**src/rtl/bus_pkg.sv**
```systemverilog
// Shared bus width-conversion types, default widths and ratio helpers.
// Used by the downsizer and its beat counter (and the matching upsizer).
package bus_pkg;

  typedef enum logic {
    EMPTY = 1'b0,
    SEND  = 1'b1
  } state_t;

  localparam int BUS_NARROW_W = 8;
  localparam int BUS_WIDE_W   = 32;

  function automatic int bus_ratio(input int wide, input int narrow);
    return wide / narrow;
  endfunction

  function automatic int bus_idx_w(input int r);
    return (r > 1) ? $clog2(r) : 1;
  endfunction

endpackage

```
**src/rtl/bus_beat_counter.sv**
```systemverilog
// Modulo-R beat index: load clears to 0, inc advances and wraps after R-1.
// Ports: clock, reset (async active-low), inc, load, idx, is_last.
module bus_beat_counter
  import bus_pkg::*;
#(
  parameter int R  = 4,
  parameter int IW = bus_idx_w(R)
) (
  input  logic          clock,
  input  logic          reset,
  input  logic          inc,
  input  logic          load,
  output logic [IW-1:0] idx,
  output logic          is_last
);

  assign is_last = (idx == IW'(R - 1));

  always_ff @(posedge clock or negedge reset) begin
    if (!reset) begin
      idx <= '0;
    end else if (load) begin
      idx <= '0;
    end else if (inc) begin
      idx <= is_last ? '0 : idx + 1'b1;
    end
  end

endmodule

```
**src/rtl/bus_downsizer.sv**
```systemverilog
// Splits each wide slave word into R narrow master beats, full throughput.
// Ports: clock, reset (async active-low), s_val/s_data/s_rdy, m_val/m_data/m_rdy/m_last.
// Macro BUS_DOWNSIZER_MSB_FIRST_EN reverses beat order (MSB beat first).
module bus_downsizer
  import bus_pkg::*;
#(
  parameter int S_DATA_WIDTH = BUS_WIDE_W,
  parameter int M_DATA_WIDTH = BUS_NARROW_W
) (
  input  logic                    clock,
  input  logic                    reset,
  input  logic                    s_val,
  input  logic [S_DATA_WIDTH-1:0] s_data,
  output logic                    s_rdy,
  output logic                    m_val,
  output logic [M_DATA_WIDTH-1:0] m_data,
  input  logic                    m_rdy,
  output logic                    m_last
);

  localparam int R  = bus_ratio(S_DATA_WIDTH, M_DATA_WIDTH);
  localparam int IW = bus_idx_w(R);

  if (((S_DATA_WIDTH % M_DATA_WIDTH) != 0) || (R < 2)) begin : g_illegal
    $error("bus_downsizer: S_DATA_WIDTH must be a multiple of M_DATA_WIDTH with R >= 2");
  end

  state_t                  state;
  logic [S_DATA_WIDTH-1:0] word;
  logic [IW-1:0]           idx;
  logic [IW-1:0]           sel;
  logic                    is_last;
  logic                    s_xfer;
  logic                    m_xfer;
  logic [M_DATA_WIDTH-1:0] beats [R];

  assign m_val  = (state == SEND);
  assign m_xfer = m_val && m_rdy;
  assign s_xfer = s_val && s_rdy;

  // Refill on the same edge the last beat leaves, so words stream gap-free.
  assign s_rdy = reset &&
                 ((state == EMPTY) ||
                  ((state == SEND) && is_last && m_rdy));

  assign m_last = m_val && is_last;

  bus_beat_counter #(
    .R  (R),
    .IW (IW)
  ) u_cnt (
    .clock   (clock),
    .reset   (reset),
    .inc     (m_xfer),
    .load    (s_xfer),
    .idx     (idx),
    .is_last (is_last)
  );

  for (genvar g = 0; g < R; g++) begin : g_beat
    assign beats[g] = word[g*M_DATA_WIDTH +: M_DATA_WIDTH];
  end

`ifdef BUS_DOWNSIZER_MSB_FIRST_EN
  assign sel = IW'(R - 1) - idx;
`else
  assign sel = idx;
`endif

  assign m_data = beats[sel];

  always_ff @(posedge clock or negedge reset) begin
    if (!reset) begin
      state <= EMPTY;
      word  <= '0;
    end else begin
      if (s_xfer) begin
        word <= s_data;
      end
      unique case (state)
        EMPTY: begin
          if (s_xfer) state <= SEND;
        end
        SEND: begin
          if (m_xfer && is_last && !s_xfer) state <= EMPTY;
        end
        default: state <= EMPTY;
      endcase
    end
  end

endmodule

```
**config.mk**
```make
export PLATFORM = sky130hd
export DESIGN_NAME = bus_downsizer
export DESIGN_NICKNAME = d
export VERILOG_FILES = /design/src/rtl/bus_pkg.sv /design/src/rtl/bus_beat_counter.sv /design/src/rtl/bus_downsizer.sv
export SDC_FILE = /design/constraint.sdc
export NUM_CORES = 1
export LEC_CHECK = 0
export ABC_AREA = 1
export CORE_UTILIZATION = 28
export CTS_CLUSTER_DIAMETER = 120
export DETAILED_ROUTE_END_ITERATION = 8
export HOLD_SLACK_MARGIN = 0.08
export SLEW_MARGIN = 20
export SYNTH_ARGS = -nofsm -noshare
export SYNTH_HDL_FRONTEND = slang
export SYNTH_HIERARCHICAL = 1
export SYNTH_SLANG_ARGS = --single-unit
```
**constraint.sdc**
```tcl
create_clock -name clock -period 3.56 [get_ports clock]
set_clock_uncertainty 0.1 [all_clocks]
set_input_delay 0.712 -clock clock [delete_from_list [all_inputs] [get_ports clock]]
set_output_delay 0.712 -clock clock [all_outputs]
set_load 0.02 [all_outputs]
```
Word-level counts from Yosys, hierarchy flattened
Index checks and enable logic that the tools add are counted. Widths: inputs -> output; s select.

Flip-flop bits (word level): 35. Input port bits: 36. Word-level logic and storage cells: 27.

Add/sub/neg operators: 1. Magnitude comparators: 1. Eq/ne operators: 1. Mux-type cells: 9. Bitwise operators: 2. Reduce and logical (&&, ||, !) cells: 10.

Operators with widths (number): $bmux 8 s2 (1); $mux 8 (2); $logic_and 1x1->1 (7); $mux 2 (3); $ge 3x3->1 const B (1); $not 2->3 (1); $add 2x1->2 const B (1); $eq 2x2->1 const B (1); $mux 1 (2); $pmux 1 s2 (1); $reduce_bool 2->1 (1); $logic_not 1->1 (1); $logic_or 1x1->1 (1); $not 1->1 (1).

Longest topological paths before layout
Gate-level depths: netlist (run 1).

Depth in word-level cells: 10. Depth in mapped cells: 9.

Hierarchy
The synthesis (run 1) kept the hierarchy.

Modules (own cells, without submodules): bus_downsizer (instances 1, cells each 215, area an instance 1696.6 µm²); bus_beat_counter (instances 1, cells each 12, area an instance 101.3 µm²).

Worst setup path before layout (run 1)
Ideal clock, no wire load.

Kind: input to output. Start: input port m_rdy. End: output port s_rdy. Arrival: 1.278 ns. Setup slack: 1.470 ns. Stages: 5. Path buffers: 1. Cells stage by stage: nand2_1 -> nand2_2 -> buf_2 -> nand2_1 -> inv_1.

Word-level cells in the longest chain between the ends: 3.

Ends and longest elaborated chain: start, declared (RTL line bus_downsizer.sv:17) `input logic m_rdy,`; $logic_and 1x1->1 (RTL line bus_downsizer.sv:44) `((state == SEND) && is_last && m_rdy));`; $logic_or 1x1->1 (RTL line bus_downsizer.sv:43) `((state == EMPTY) ||`; $logic_and 1x1->1 (RTL line bus_downsizer.sv:42) `assign s_rdy = reset &&`; end, declared (RTL line bus_downsizer.sv:14) `output logic s_rdy,`.

No other way between the ends.

Worst setup path after layout (run 1)
Start: register u_cnt.idx[1]. End: output port s_rdy.

Word-level cells in the longest chain between the ends: 5.

Ends and longest elaborated chain: start, declared (RTL line bus_beat_counter.sv:13) `output logic [IW-1:0] idx,`; start signal, assigned (RTL line bus_beat_counter.sv:25) `idx <= is_last ? '0 : idx + 1'b1;`; $eq 2x2->1 (RTL line bus_beat_counter.sv:17) `assign is_last = (idx == IW'(R - 1));`; via is_last (RTL line bus_downsizer.sv:32) `logic is_last;`; $logic_and 1x1->1 (2 in series) (RTL line bus_downsizer.sv:44); $logic_or 1x1->1 (RTL line bus_downsizer.sv:43); $logic_and 1x1->1 (RTL line bus_downsizer.sv:42).

The timed path passes the listed nets, and every way through them passes these cells.

==> results, run 1 <==
- The post-route fraction of the period consumed by the critical path is 82.9%.
- The die outline height is 82.1 µm.
- The number of fill cells is 665.
- Registers take 876 µm².
- The net total in the final layout is 302.
- The capturing element type of the critical path is a primary output.
- The number of nets handed over by synthesis was 264.
- Summed over all instances, the cell type with the most area after synthesis is sky130_fd_sc_hd__dfrtp_1.
- TritonCTS built the clock tree.
- The post-placement worst setup slack is 728 ps.
- The register area share after synthesis is 48.7%.
- The I/O pin count is 47.
- The number of failing setup endpoints in the final timing report is 0.
- Once detail routing completed, the nets flagged for antenna violations numbered 0.
- The routed design has 4.32 mm of wire.
- The type of the worst setup path is reg -> out.
- Ranked by total cell area, the synthesized netlist is headed by sky130_fd_sc_hd__dfrtp_1 49%, sky130_fd_sc_hd__nand2_1 19%, sky130_fd_sc_hd__nand4_1 11%.
- The global-route wire length before repair is 7.26 mm.
- The total half-perimeter wirelength after legalization and detailed placement is 2.86 mm.
- The total number of H-tree levels is 2.
- The startpoint of the most critical setup path is u_cnt/idx[1].
- Entering global routing, the biggest net connects 68 pins.
- The yosys synthesis warning count is 6.
- The post-layout total power is 1.91 mW.
- Setup slack closes at 609 ps.
- The data arrival time of the critical path is 2140 ps.
- Counting along the longest clock path gives a buffer depth of 2.
- The total via count in the routed design is 1587.
- The effective utilization at floorplan is 29.7%.
- The critical path data required time is 2750 ps.
- The iteration-0 DRC count of the detailed router is 99.
- Counting flops with a built-in enable in the synthesized netlist gives 0.
- The hold violation count in the final report is 0.
- The number of global-route vias before repair is 1518.
- In this run the critical register-to-register path is captured at u_cnt/idx[1].
- The critical path ends at s_rdy.
- The cell depth of the worst flop-to-flop path is 9.
- The largest incremental delay on the critical path is 720 ps.
- Buffers inserted to repair hold after CTS numbered 0.
- A synthesized cell averages 7.92 µm².
- The leakage power summed over all cells is 1.15 nW.
- The core region area is 6060 µm².
- Input and output buffers added on the ports amount to 46.
- The time the final worst path needs with I/O delays and setup is 2950 ps.
- The synthesized netlist contains 17 unique library cells.
- The run finished with clean final reports.
- The horizontal die dimension is 82.1 µm.
- The number of instances resized during post-cts repair is 0.
- The maximum vdd ir drop is 0.294 mV.
- Clock-pin slew was measured on the worst setup and hold paths at 70 ps.
- From synthesis to final layout, the design area changed by 30.0%.
- The mapped netlist covers 1800 µm².
- The number of antenna violations at the first check in global routing is 0.
- The leftover overflow at the end of global routing is 0.
- The type of the worst min-delay path is reg -> reg.
- The die covers 6750 µm².
- The number of sinks on the clock net is 35.
- After clock tree synthesis, the setup repair step added 0 buffers.
- The repair_antennas step left the layout with diodes totalling 0.
- Setup repair after global routing left no endpoint under its margin.
- The max-slew violation count came to 0.
- At the later pin of the worst-skew pair, clock insertion delay measures 280 ps.
- The first detailed-routing pass ran for 4 iterations.
- In the final routed layout, each cell accounts on average for 12.7 µm.
- In this run the critical register-to-register path is launched from u_cnt/idx[1].
- Measured against its own limit, the worst slew margin works out to 51.1%.
- The most used standard cell by instance count after synthesis is sky130_fd_sc_hd__nand2_1.
- The highest fanout seen on the critical path is 18.
- Row generation in the floorplan step produced 28 rows.
- The tool flagged a number of max-cap violations equal to 0.
- Counting the buffers created by CTS gives 5.
- The DRC violations left is 0.
- Cells with a size suffix above 1 make up 5.30% of the layout.
- The cell area power density is 815 nW/µm².
- For flop-to-flop paths, the worst setup slack is 1100 ps.
- The top cell type by area accounts for 48.7% of the synthesized area.
- The proportion of register bits with asynchronous set or reset after synthesis is 100%.
- The routability-driven placement congestion ratio is 0.713.
- The via density per instance is 4.68.
- The multi-input combinational cells in the finished layout cover a total of 731 µm².
- For the pin with the worst max-slew slack, the measured transition is 733 ps.
- In this run the clock root is driven by a sky130_fd_sc_hd__clkbuf_8.
- Based on the critical path, the design can be clocked at up to 339 MHz.
- The slowest stage of the critical path belongs to the cell sky130_fd_sc_hd__dfrtp_1.
- The signal on the critical path passes through ha_1, nand2_1, nand2_2, nand2_1, inv_1, clkdlybuf4s50_1.
- STA classifies the critical path startpoint as a flip-flop.
- The aggregate global-route resource usage is 14.5%.
- Adding up every negative setup slack in the final design gives 0 ps.
- After synthesis the netlist holds a flip-flop and latch count of 35.
- The most used flip-flop cell after synthesis is sky130_fd_sc_hd__dfrtp_1.
- The commonest cells after synthesis are 89 x sky130_fd_sc_hd__nand2_1, 35 x sky130_fd_sc_hd__dfrtp_1, 32 x sky130_fd_sc_hd__nand4_1, 20 x sky130_fd_sc_hd__inv_1, 15 x sky130_fd_sc_hd__buf_2.
- The cell with the most instances on the worst path is sky130_fd_sc_hd__nand2_1.
- Synthesis handed over a netlist of 227 instances.
cell usage in the layout (no fill, tap or decap), types with 2 or more instances in the layout:
cell type	synthesis	routed
sky130_fd_sc_hd__clkdlybuf4s50_1	0	45
sky130_fd_sc_hd__buf_4	0	4
sky130_fd_sc_hd__clkbuf_8	0	5
sky130_fd_sc_hd__nand2_1	89	89
sky130_fd_sc_hd__o21ai_0	8	8
sky130_fd_sc_hd__nand4_1	32	32
sky130_fd_sc_hd__inv_1	20	20
sky130_fd_sc_hd__nand3_1	2	2
sky130_fd_sc_hd__o211ai_1	8	8
sky130_fd_sc_hd__a21oi_1	8	8
sky130_fd_sc_hd__dfrtp_1	35	35
flip-flops by register name, summed over array words and instances, names as in the netlist:
name       count
m_val          1
u_cnt/idx      2
word          32
critical path: cells and delay by family, from the launching register on:
family,cells,cell delay (ps)
buf+inv,2,640
flops,1,720
simple gates,3,190
fa+ha+maj,1,300
logic make-up (layout without fill, tap and decap cells):
group	after synthesis	after routing	share of synthesized area, %
compound gates	24	24	7.79
flops	35	35	48.7
buf+inv	40	77	10.6
fa+ha+maj	1	1	0.696
simple gates	127	127	32.2
layer usage:
metal	GRT usage, %	routed length (µm)	up-vias	share of wire, %
li1	-	-	819	-
met1	20.0	2070	730	48
met2	22.1	2000	34	46
met3	4.18	218	4	5.0
met4	3.68	31	0	0.72
met5	0	0	-	0
final cells by class:
type / instances / area share, %
Sequential cell: 35 / 37.5
Multi-Input combinational cell: 152 / 31.3
Timing Repair Buffer: 50 / 20.8
Tap cell: 75 / 4.01
Inverter: 21 / 3.37
Clock buffer: 6 / 3.10
how the worst min path moves through the flow:
stage          startpoint        to  slack (ps)  cells after the start
2_1_floorplan       reset     m_val         320                      0
3_3_place_gp      word[0]   word[0]         350                      2
3_5_place_dp     word[11]  word[11]         360                      2
4_1_cts          word[11]  word[11]         380                      2
5_1_grt          word[11]  word[11]         390                      2
6_report         word[28]  word[28]         370                      2
power breakdown:
part	internal [mW]	switching, mW	leakage (nW)	total, mW
Clock	0.130	0.131	0.0371	0.262
Sequential	0.597	0.153	0.434	0.750
Combinational	0.391	0.503	0.681	0.894
Total	1.12	0.788	1.15	1.91
per-stage QoR:
stage	util (%)	area [µm²]	std cells	hold slack, ps
2_1_floorplan	-	1800	227	316
3_3_place_gp	37.4	2260	333	349
3_5_place_dp	37.4	2260	333	359
4_1_cts	38.6	2340	339	375
5_1_grt	38.6	2340	339	392
6_report	38.6	2340	339	370
Note: power is estimated with default switching activity, not from simulation.
==> run 2, diff against run 1 <==
clock period = 2.43 ns   (was 3.56 ns; I/O delays follow)
==> run 2 against run 1 <==
  * Combinational power rose by 60%
  * Clock power rose by 76%
  * Final area rose by 4.5%
  * Global-route usage fell by 0.064 points
  * Clock-buffer cell count rose by 2
  * Register-to-register slack got worse by 730 ps
  * Die area did not move
  * Routed wire length rose by 0.81%
  * Highest routed layer unchanged
==> results, run 2 (synthesis results as in run 1) <==
- The number of detailed-route iterations in the first pass is 4.
- Clock tree synthesis inserted a total of 5 buffers.
- The final routed wirelength across all metal layers is 4.36 mm.
- The library cells used most frequently in the layout, excluding fill and tap cells, are 89 x sky130_fd_sc_hd__nand2_1, 38 x sky130_fd_sc_hd__clkdlybuf4s50_1, 35 x sky130_fd_sc_hd__dfrtp_1, 32 x sky130_fd_sc_hd__nand4_1, 20 x sky130_fd_sc_hd__inv_1.
- 47 I/O pins were placed.
- The wire-length estimate of the detail-placed layout is 2.99 mm.
- The number of placement rows is 28.
- The die covers 6750 µm².
- In the routed layout, each cell is associated on average with a via count of 4.79.
- The clock reaches the later pin of the worst-skew pair after 280 ps.
- The post-CTS setup buffer count is 0.
- The run finished with clean final reports.
- The floorplan step set the die height to 82.1 µm.
- The critical path launch point type is a flip-flop.
- The area overhead of the layout relative to synthesis is 35.8%.
- The min-delay analysis places its worst path in the category in -> async.
- The post-route core utilization is 40.3%.
- The worst setup path is captured at a primary output.
- The library cell used most frequently in the layout, excluding fill and tap cells, is sky130_fd_sc_hd__nand2_1.
- The global-route wire length before repair is 7.20 mm.
- Global routing used 4.40% of the available met3 tracks.
- Global routing finished with a remaining overflow of 0.
- The clock drives 35 sinks.
- The clock transition at the register clock pins on the worst setup and hold paths after CTS is 70 ps.
- The type of the worst setup path is reg -> out.
- The detail route stage leaves a number of antenna-violating nets equal to 0.
- The most flop-heavy register is word.
- The maximum clock rate is 423 MHz.
- The register with the most flip-flops in the layout has 32 of them.
- The data arrival time of the critical path is 1780 ps.
- The met2 track utilization from global routing is 22.1%.
- The max-slew violation count came to 0.
- Dividing total power by cell area gives a power density of 1200 nW/µm².
- In the routed design, unresolved DRC markers number 0.
- Buffers placed on the I/O ports in this run total 46.
- The net total in the final layout is 306.
- Dividing the detail-routed wire length by the instance count gives 12.6 µm.
- The fraction of met1 tracks used by global routing is 19.4%.
- The routed design could run at a clock period as short as 2370 ps.
- The global routing stage identified its most utilized layer as met2.
- The buffer levels on the longest clock path is 2.
- The effective utilization at floorplan is 29.7%.
- Of all nets on the critical path, the largest fanout is 35.
- The worst pin sits at a relative slew slack of 69.8%.
- The number of failing setup endpoints in the final timing report is 0.
- For the worst setup path, the data required time is 1840 ps.
- The post-cts hold buffer count is 0.
- The number of global-route vias before repair was 1481.
- Setup repair after global routing left no endpoint under its margin.
- The congestion estimate from routability-driven global placement came to 0.729.
- The first routing iteration left 89 violations.
- The repair_antennas step left the layout with diodes totalling 0.
- The number of antenna violations at the first check in global routing is 0.
- TritonCTS built the clock tree.
- Of the cells placed in the final design, the portion with a size suffix greater than 1 is 7.41%.
- Detailed routing inserted a total of 1651 vias.
- The horizontal die dimension is 82.1 µm.
- The post-route fraction of the period consumed by the critical path is 97.4%.
- The largest net degree at the start of global routing is 40.
- Max-cap violations in this run came to 0.
- Global routing used 14.4% of the available tracks.
- The maximum vdd ir drop is 0.472 mV.
- The cell sitting at the root of the clock tree is a sky130_fd_sc_hd__clkbuf_8.
- The leakage power summed over all cells is 1.27 nW.
- The hold violation count in the final report came to 0.
- The reg-to-reg setup timing slack is 370 ps.
- The slew at the pin closest to its max-slew limit is 453 ps.
- The H-tree was split into 2 levels.
- For the final routed database, the setup TNS stands at 0 ps.
- The core region area is 6060 µm².
## run 2: cell types whose count changed in the layout (fill, tap and decap cells not counted), sizes merged
cell           change
dlymetal6s2s       +5
dlygate4sd2        +2
clkbuf             +2
buf                +4
clkdlybuf4s50      -7
## run 2: repair_timing
action	CTS	global route
pin swaps	0	0
gates resized for setup	2	5
endpoints found under the setup margin	2	5
## run 2: final cells by class
cell class / instances / area, µm²
clock buffers: 8 / 100
multi-input cells: 152 / 731
well taps: 75 / 93.8
fillers: 636 / 3620
repair buffers: 54 / 563
inverters: 21 / 78.8
flip-flops and latches: 35 / 876
## run 2: critical path, stage by stage (launching register included)
cell and delay, ps:
sky130_fd_sc_hd__dfrtp_1 400, sky130_fd_sc_hd__buf_12 180, sky130_fd_sc_hd__a21oi_1 140, sky130_fd_sc_hd__o21ai_0 90, sky130_fd_sc_hd__nand2_1 90, sky130_fd_sc_hd__clkdlybuf4s50_1 600
## run 2: worst paths after layout
kind	startpoint	end	cells after the start
worst max-delay path	u_cnt/idx[0]	m_data[2]	5
worst max register to register	u_cnt/idx[0]	word[21]	9
min in group clock	word[18]	word[18]	2
worst min-delay path	reset	word[8]	2
worst min register to register	word[18]	word[18]	2
max in group asynchronous	reset	word[4]	3
## run 2: per-stage QoR
step	hold slack (ps)	cells	worst slack, ps	power [mW]	area (µm²)
finish	145	345	63.4	2.92	2440
global route	172	345	0.785	3.17	2440
CTS	147	345	43.9	2.97	2430
detailed placement	360	337	51.8	2.52	2330
global placement	350	337	28.9	2.49	2330
floorplan	90.4	227	653	1.92	1800
## run 2: metal layers
| layer | part of all wire [%] | up-vias |
|---|---|---|
| met5 | 0 | - |
| met4 | 1.0 | 0 |
| met3 | 5.6 | 4 |
| met2 | 46 | 40 |
| met1 | 47 | 777 |
| li1 | - | 830 |
## run 2: power by group
part           internal (mW)  switching (mW)  total (mW)
Combinational          0.605           0.821        1.43
Sequential             0.876           0.157        1.03
Clock                  0.259           0.203       0.461
Total                   1.74            1.18        2.92
==> run 3, diff against run 2 <==
clock period = 2.3 ns   (was 2.43 ns; I/O delays follow)
==> run 3 against run 2 <==
  * Combinational power about the same
  * Non-clock buffer count increased by 1
  * Cell count increased by 0.29%
  * Clock-buffer cell count unchanged
  * Largest cell class unchanged
==> results, run 3 (synthesis results as in run 1) <==
- In this run the critical register-to-register path is launched from u_cnt/idx[0].
- The critical path in this run is classified as reg -> out.
- For the pin with the worst max-slew slack, the measured transition is 437 ps.
- The number of cells on the worst reg-to-reg path is 9.
- Once the floorplan was initialized, standard cells occupied 29.7% of the core.
- The met2 track utilization from global routing is 22.0%.
- The global routing stage identified its most utilized layer as met2.
- The post-CTS setup buffer count is 0.
- After detailed routing, the total wire length is 4.40 mm.
- The number of sinks on the clock net is 35.
- In this run the power density over the cells is 1240 nW/µm².
- The reg-to-reg setup timing slack is 300 ps.
- The capturing element type of the critical path is a primary output.
- Among cell families on the critical path, the largest total delay comes from buffers and inverters.
- The number of violations of the max-capacitance limit is 0.
- For this block, the via count after detailed routing is 1643.
- The final cell area excluding filler cells is 2420 µm².
- STA classifies the critical path startpoint as a flip-flop.
- The number of flip-flops in the largest register is 32.
- The flow ran to the end, and the final reports show no timing, DRC or antenna violations.
- Hold repair after CTS inserted 0 buffers.
- No sink is reached through more buffers than the 2 on the longest clock path.
- Among the stages of the critical path, the cell type that occurs most often is sky130_fd_sc_hd__nand2_1.
- In this run the cell area measured after placement is 2330 µm².
- Total power for the finished layout comes to 3.01 mW.
- The post-route fraction of the period consumed by the critical path is 94.0%.
- 47 I/O pins were placed.
- The max-slew violation count is 0.
- The part of the power in combinational logic is 47.6%.
- After detailed placement, the design holds a cell count of 338.
- Row generation in the floorplan step produced 28 rows.
- The clock period could shrink to 2160 ps.
- The count of buffers added on input and output ports is 46.
- The ratio of cells with drive above 1 in the final layout is 7.75%.
- The DRC violations left is 0.
- The destination of the worst register-to-register timing path is word[4].
- Per report_power, the clock group accounts for 16.1% of the total.
- The most flop-heavy register is word.
- The number of detailed-route iterations in the first pass is 6.
- The number of global-route vias before repair is 1473.
- The number of failing setup endpoints in the final timing report is 0.
- The via density per instance is 4.75.
- The power spent charging and discharging nets is 1.24 mW.
- In this run the remaining antenna-violating nets after routing total 0.
- The critical-path cell with the highest stage delay is sky130_fd_sc_hd__dfrtp_1.
- The hold violation count in the final report is 0.
- The area growth from synthesis to layout is 34.4%.
- Clock-pin slew was measured on the worst setup and hold paths at 60 ps.
- The number of antenna violations at the first check in global routing is 0.
- The library cell used most frequently in the layout, excluding fill and tap cells, is sky130_fd_sc_hd__nand2_1.
- The die area is 6750 µm².
- The met3 global-route usage is 3.41%.
- In this run the horizontal extent of the chip is 82.1 µm.
- After the last flow step, the layout net total stands at 307.
- Derived from the worst setup path, the maximum achievable clock frequency is 463 MHz.
- The library cells used most frequently in the layout, excluding fill and tap cells, are 89 x sky130_fd_sc_hd__nand2_1, 35 x sky130_fd_sc_hd__clkdlybuf4s50_1, 35 x sky130_fd_sc_hd__dfrtp_1, 32 x sky130_fd_sc_hd__nand4_1, 20 x sky130_fd_sc_hd__inv_1.
- The wire length per cell is 12.7 µm.
- In this design, the stage delay of the slowest critical-path cell is 370 ps.
- The maximum vdd ir drop is 0.690 mV.
- Data on the critical path arrives at its endpoint at 1600 ps.
- The fraction of met1 tracks used by global routing is 20.9%.
- The TritonCTS clock tree is yes.
- The largest net degree at the start of global routing is 39.
- The routability-driven placement congestion ratio is 0.732.
- The buffers plus inverters on the worst setup path is 3.
- Setup repair after global routing left no endpoint under its margin.
- The leakage power summed over all cells is 1.22 nW.
- The die outline height is 82.1 µm.
- The core region is 6060 µm².
- Across all hold checks on the routed design, the worst slack comes to 98.4 ps.
- Adding up every negative setup slack in the final design gives 0 ps.
- The global-route wire length before repair is 7.33 mm.
- For the worst-skew pair, the clock arrives at the later sink with an insertion delay of 280 ps.
- Clock tree synthesis inserted a total of 5 buffers.
- The HPWL after detailed placement is 3.01 mm.
- The iteration-0 DRC count of the detailed router is 81.
- Headroom to the max-slew limit came out at 70.9%.
- The type of the worst min-delay path is in -> async.
- Excluding fillers, the count of instances in the completed layout stands at 346.
- The highest fanout seen on the critical path is 35.
- The tree is rooted in a sky130_fd_sc_hd__clkbuf_8.
- The total number of H-tree levels is 2.
- The internal portion of total power is 1.77 mW.
- For the worst setup path, the data required time is 1740 ps.
- The switching share of power is 41.3%.
- The leftover overflow at the end of global routing is 0.
- Walking the worst path, the cells encountered are buf_12, ha_1, nand2_1, nand2_2, nand2_1, inv_1, clkdlybuf4s15_1.
- The repair_antennas step left the layout with diodes totalling 0.
- The sequential share of power is 36.3%.
- The aggregate global-route resource usage is 14.6%.
==> run 3: cell types whose count changed in the layout (fill, tap and decap cells not counted), sizes merged <==
| cell | before | now |
|---|---|---|
| buf | 9 | 10 |
| dlygate4sd2 | 2 | 9 |
| clkdlybuf4s15 | 0 | 1 |
| dlymetal6s2s | 5 | 0 |
| clkdlybuf4s50 | 38 | 35 |
==> run 3: timing repair <==
item                                    4_1_cts  5_1_grt
hold endpoints to repair                      0        0
endpoints found under the setup margin       10        1
resized for setup                            10        1
==> run 3: per-stage QoR <==
stage,utilization (%),setup slack (ps)
after global placement,38.4,-53.7
after global routing,39.9,27.8
after CTS,39.8,83.3
after floorplan,-,549
final,39.9,138
after detailed placement,38.4,-28.9
==> run 3: power by group through the flow <==
stage          logic (mW)  clock network, mW  registers (mW)
3_5_place_dp         1.55                  0            1.10
4_1_cts              1.46              0.500            1.09
6_report             1.43              0.485            1.09
5_1_grt              1.62              0.532            1.13
3_3_place_gp         1.53                  0            1.09
2_1_floorplan       0.957                  0            1.08
==> run 3: area by class of cell <==
class | instances | area [µm²]
Fill cell | 655 | 3640
Sequential cell | 35 | 876
Multi-Input combinational cell | 152 | 731
Timing Repair Buffer | 55 | 537
Clock buffer | 8 | 100
Tap cell | 75 | 93.8
Inverter | 21 | 78.8
==> run 3: worst max path at each step <==
stage	start	to	cells past startpoint	slack, ps
global placement	m_rdy	s_rdy	6	-50
floorplan	u_cnt/idx[0]	s_rdy	6	550
finish	u_cnt/idx[0]	s_rdy	7	140
global route	u_cnt/idx[0]	s_rdy	7	30
CTS	u_cnt/idx[0]	s_rdy	7	80
detailed placement	m_rdy	s_rdy	6	-30
==> run 3: layer usage <==
layer	wire length, µm	up-vias
li1	-	835
met1	2150	760
met2	2000	46
met3	222	2
met4	26	0
met5	0	-
==> run 3: worst register-to-register path, stage by stage, from the launching register on <==
cell                      delay, ps
sky130_fd_sc_hd__dfrtp_1        370
sky130_fd_sc_hd__buf_12         200
sky130_fd_sc_hd__ha_1           220
sky130_fd_sc_hd__nand2_1         70
sky130_fd_sc_hd__nand2_2         60
sky130_fd_sc_hd__buf_4          320
sky130_fd_sc_hd__nand3_4        160
sky130_fd_sc_hd__buf_4          250
sky130_fd_sc_hd__nand2_1         90
sky130_fd_sc_hd__nand2_1         50
